File: config.mk
export PLATFORM = sky130hd
export DESIGN_NAME = controlador_turnos
export DESIGN_NICKNAME = d
export VERILOG_FILES = /design/src/rtl/controlador_turnos.sv
export SDC_FILE = /design/constraint.sdc
export NUM_CORES = 1
export LEC_CHECK = 0
export ABC_AREA = 1
export CAP_MARGIN = 20
export CORE_UTILIZATION = 55
export DETAILED_ROUTE_END_ITERATION = 6
export PLACE_DENSITY = 0.81
export SLEW_MARGIN = 20
export SYNTH_ARGS = -nofsm -noshare
export SYNTH_HDL_FRONTEND = slang
export SYNTH_SLANG_ARGS = --single-unit
File: constraint.sdc
create_clock -name clk -period 2.8 [get_ports clk]
set_input_delay 0.7 -clock clk [delete_from_list [all_inputs] [get_ports clk]]
set_output_delay 0.7 -clock clk [all_outputs]
set_load 0.01 [all_outputs]
File: src/rtl/controlador_turnos.sv
// Turn countdown, turn ownership and pair scoring for the two-player memory game.
// Sits beside the game FSM: emits tiempo_terminado and resolves the winner.
module controlador_turnos #(
  parameter int TICKS_POR_SEG = 50_000_000,
  parameter int SEG_TURNO     = 15,
  parameter int NUM_PAREJAS   = 8
) (
  input  logic       clk,
  input  logic       rst,
  input  logic       iniciar,
  input  logic       pausa,
  input  logic       par_valido,
  input  logic       es_pareja,
  output logic       tiempo_terminado,
  output logic       jugador_actual,
  output logic [3:0] puntos_j1,
  output logic [3:0] puntos_j2,
  output logic [4:0] segundos_restantes,
  output logic       juego_terminado,
  output logic [1:0] ganador
);

  localparam int PW =
    (TICKS_POR_SEG > 1) ? $clog2(TICKS_POR_SEG) : 1;
  localparam logic [PW-1:0] PMAX = PW'(TICKS_POR_SEG - 1);
  localparam logic [4:0]    SEG  = 5'(SEG_TURNO);
  localparam logic [3:0]    NP4  = 4'(NUM_PAREJAS);
  localparam logic [4:0]    NP5  = 5'(NUM_PAREJAS);

  typedef enum logic [1:0] {
    IDLE,
    CUENTA,
    FIN
  } estado_t;

  estado_t       estado, estado_n;
  logic [PW-1:0] presc, presc_n;
  logic          tt_n;
  logic          jug_n;
  logic [3:0]    p1_n, p2_n;
  logic [4:0]    seg_n;
  logic          fin_n;
  logic [1:0]    gan_n;
  logic [4:0]    suma;

  always_ff @(posedge clk or negedge rst) begin
    if (!rst) begin
      estado             <= IDLE;
      presc              <= '0;
      tiempo_terminado   <= 1'b0;
      jugador_actual     <= 1'b0;
      puntos_j1          <= '0;
      puntos_j2          <= '0;
      segundos_restantes <= '0;
      juego_terminado    <= 1'b0;
      ganador            <= 2'b00;
    end else begin
      estado             <= estado_n;
      presc              <= presc_n;
      tiempo_terminado   <= tt_n;
      jugador_actual     <= jug_n;
      puntos_j1          <= p1_n;
      puntos_j2          <= p2_n;
      segundos_restantes <= seg_n;
      juego_terminado    <= fin_n;
      ganador            <= gan_n;
    end
  end

  always_comb begin
    estado_n = estado;
    presc_n  = presc;
    tt_n     = 1'b0;
    jug_n    = jugador_actual;
    p1_n     = puntos_j1;
    p2_n     = puntos_j2;
    seg_n    = segundos_restantes;
    fin_n    = juego_terminado;
    gan_n    = ganador;
    suma     = '0;

    if (iniciar) begin
      estado_n = CUENTA;
      presc_n  = '0;
      jug_n    = 1'b0;
      p1_n     = '0;
      p2_n     = '0;
      seg_n    = SEG;
      fin_n    = 1'b0;
      gan_n    = 2'b00;
    end else begin
      unique case (estado)
        CUENTA: begin
          // An evaluation always wins over a coincident expiry tick
          if (par_valido) begin
            presc_n = '0;
            seg_n   = SEG;
            if (es_pareja) begin
              if (!jugador_actual && puntos_j1 != NP4)
                p1_n = puntos_j1 + 4'd1;
              if (jugador_actual && puntos_j2 != NP4)
                p2_n = puntos_j2 + 4'd1;
              suma = {1'b0, p1_n} + {1'b0, p2_n};
              if (suma == NP5) begin
                estado_n = FIN;
                seg_n    = '0;
                fin_n    = 1'b1;
                unique case (1'b1)
                  (p1_n > p2_n): gan_n = 2'b01;
                  (p2_n > p1_n): gan_n = 2'b10;
                  default:       gan_n = 2'b11;
                endcase
              end
            end else begin
              jug_n = ~jugador_actual;
            end
          end else if (!pausa) begin
            if (presc == PMAX) begin
              presc_n = '0;
              if (segundos_restantes > 5'd1) begin
                seg_n = segundos_restantes - 5'd1;
              end else begin
                tt_n  = 1'b1;
                jug_n = ~jugador_actual;
                seg_n = SEG;
              end
            end else begin
              presc_n = presc + 1'b1;
            end
          end
        end
        default: ;
      endcase
    end
  end

endmodule

==> metrics.txt <==
dpl hpwl=between 5 and 6 mm; chip width=just under 80 um; Critical Path Fanout Max=4; CP Capture Type=flop; DRC viols=0; P per Cell Area=about 430 nW/um2; diode count=0; Slew Limit Fails=0; mapped cell area=3110 um2; met1 usage=between 30% and 40%; clock buffer depth=2; Worst-path clk slew=0.09 ns; Die Y=between 70 and 80 um; routed length per placed instance=12.8 um; met3 Usage GRT=3.21%; Setup CP Type=reg -> reg; Slew @ Worst Pin=around 0.53 ns; initial antenna violation count=0; syn avg cell area=7.06 um2; Final ANT Viol Nets=0; Worst Skew=0.0148 ns; Leak=1.73 nW; Max VDD drop=between 0.0002 and 0.0003 V; most frequent cells in the layout=nand2_1 (107), inv_1 (64), nor2_1 (64); htree depth=2; vias in the first global route=2745; final worst-path cycle share=95.8%; Avg Vias per Cell=5.25; core area=between 5000 and 6000 um2; Ports=24; proportion of layout cells with a drive suffix above 1=between 10% and 20%; Clock Root Buffer=clkbuf_8; Hold Crit Class=in -> async; TritonCTS clock tree=built; final worst slack=around 0.12 ns; count of cell types in the netlist=34; largest net degree at the start of global routing=19; GR Layer Usage met2=between 40% and 50%; Post-Route WL=between 7 and 8 mm; yosys warns=0; CP required=between 2 and 3 ns; Vias=between 2000 and 3000; relative slew slack=roughly 64%; number of buffers created by CTS=5; Setup crit start kind=flop; max-cap viol count=0; post-route setup TNS=0 ns; Max Freq=approximately 370 MHz; final hold vios=0; register area share after synthesis=36.2%; drt first pass iters=4; final setup vio count=0; crit path time final=roughly 2.7 ns; Mapped Cells=roughly 440; fin util=65.7%; DRT iter0 DRCs=roughly 190; GRT busiest layer=met2; Die Area=between 5000 and 6000 um2; Initial Util=between 50% and 60%; Synth-to-Final Area Change=15.6%; Rows=27; status=completed; global-route wire length before repair=12.1 mm; most common cell after layout, fill and taps aside=nand2_1; crit path DAT=around 2.9 ns; clock sinks=45; Syn Nets=463; Worst-Skew Late Latency=0.31 ns; GPL Wtd Cong=0.845; # nets final=500; Hold Slack=0.305 ns; flops & latches, synth=45; worst slack, placed=about 0.0015 ns; Port Buffer Count=23; total track usage=25.5%; grt total ovfl=0
[stage by stage]
step / std cells / cell area (um2) / power [mW]
2_1_floorplan: 441 / 3110 / 0.969
3_3_place_gp: 539 / 3440 / 1.08
3_5_place_dp: 539 / 3440 / 1.10
4_1_cts: 548 / 3540 / 1.51
5_1_grt: 551 / 3600 / 1.62
6_report: 551 / 3600 / 1.53
[registers in the layout (all words and copies together) (netlist names)]
name / count
presc: 26
segundos_restantes: 5
puntos_j1: 4
puntos_j2: 4
estado: 2
ganador: 2
jugador_actual: 1
tiempo_terminado: 1
[layout make-up]
| type | instances | area (um2) |
|---|---|---|
| Sequential cell | 45 | 1130 |
| Tap cell | 72 | 90.1 |
| Inverter | 69 | 259 |
| Timing Repair Buffer | 36 | 323 |
| Multi-Input combinational cell | 321 | 1710 |
| Clock buffer | 5 | 68.8 |
| Clock inverter | 3 | 21.3 |
| Fill cell | 488 | 1880 |
[worst paths after layout]
check	startpoint	end	slack, ns	cells past startpoint
max in group asynchronous	rst	presc[6]	1.92	2
min reg2reg	estado[0]	estado[0]	0.49	2
min	rst	puntos_j2[2]	0.30	1
min in group clk	estado[0]	estado[0]	0.49	2
max	puntos_j2[1]	segundos_restantes[2]	0.12	18
max reg2reg	puntos_j2[1]	segundos_restantes[2]	0.12	18
[logic make-up after synthesis]
| group | share of synthesized area [%] |
|---|---|
| flip-flops | 36.2 |
| XOR/XNOR | 3.10 |
| AO/OA/AOI/OAI | 4.70 |
| buffers and inverters | 10.1 |
| adder cells (fa/ha/maj) | 6.67 |
| AND/OR/NAND/NOR | 39.2 |
[what timing repair did]
| item | CTS | global route |
|---|---|---|
| setup buffers | 1 | 3 |
| pin swaps | 0 | 3 |
| gates resized for setup | 0 | 13 |
| hold buffers | 0 | 0 |
| setup endpoints to repair | 1 | 8 |
[report_power, final]
group	total [mW]	switching [mW]	internal (mW)
combinational	0.406	0.241	0.165
sequential	0.712	0.0346	0.678
clock	0.412	0.235	0.177
[synthesized netlist by cell type, drive strengths merged]
cell type | number | area share [%]
dfrtp | 45 | 36
nand3 | 37 | 6.1
nor3b | 1 | 0.24
nor2 | 77 | 11
inv | 69 | 8.3
nand3b | 1 | 0.24
nor3 | 6 | 1.5
or2 | 1 | 0.20
clkbuf | 1 | 0.12
o22ai | 5 | 1.0
xnor2 | 5 | 1.4
ha | 15 | 6.0
a21o | 1 | 0.24
o21bai | 1 | 0.24
nor4 | 1 | 0.20
o21ai | 12 | 1.9
xor2 | 6 | 1.7
buf | 5 | 1.7
fa | 1 | 0.64
nand4 | 16 | 3.2
a21oi | 8 | 1.3
nand2 | 126 | 16
and2 | 1 | 0.20
[worst max-delay path, cell delays in order, from the launching register on]
cell	delay, ns
dfrtp_1	0.40
inv_1	0.08
ha_1	0.18
nand3_1	0.08
nand2_1	0.10
inv_2	0.10
nand4_1	0.09
or2_2	0.30
and2_1	0.18
ha_4	0.29
nor2_2	0.04
nor2_1	0.08
nor2_1	0.04
nor2_1	0.18
nand2_2	0.11
nand2_4	0.09
nand3_1	0.07
nand2_1	0.08
nand2_1	0.07
[per-layer routing]
| metal | part of all wire [%] | wire length [um] |
|---|---|---|
| met5 | 0 | 0 |
| met3 | 5.1 | 360 |
| met1 | 45 | 3170 |
| met4 | 2.1 | 146 |
| met2 | 48 | 3390 |
Power figures use the tool's default switching activity.
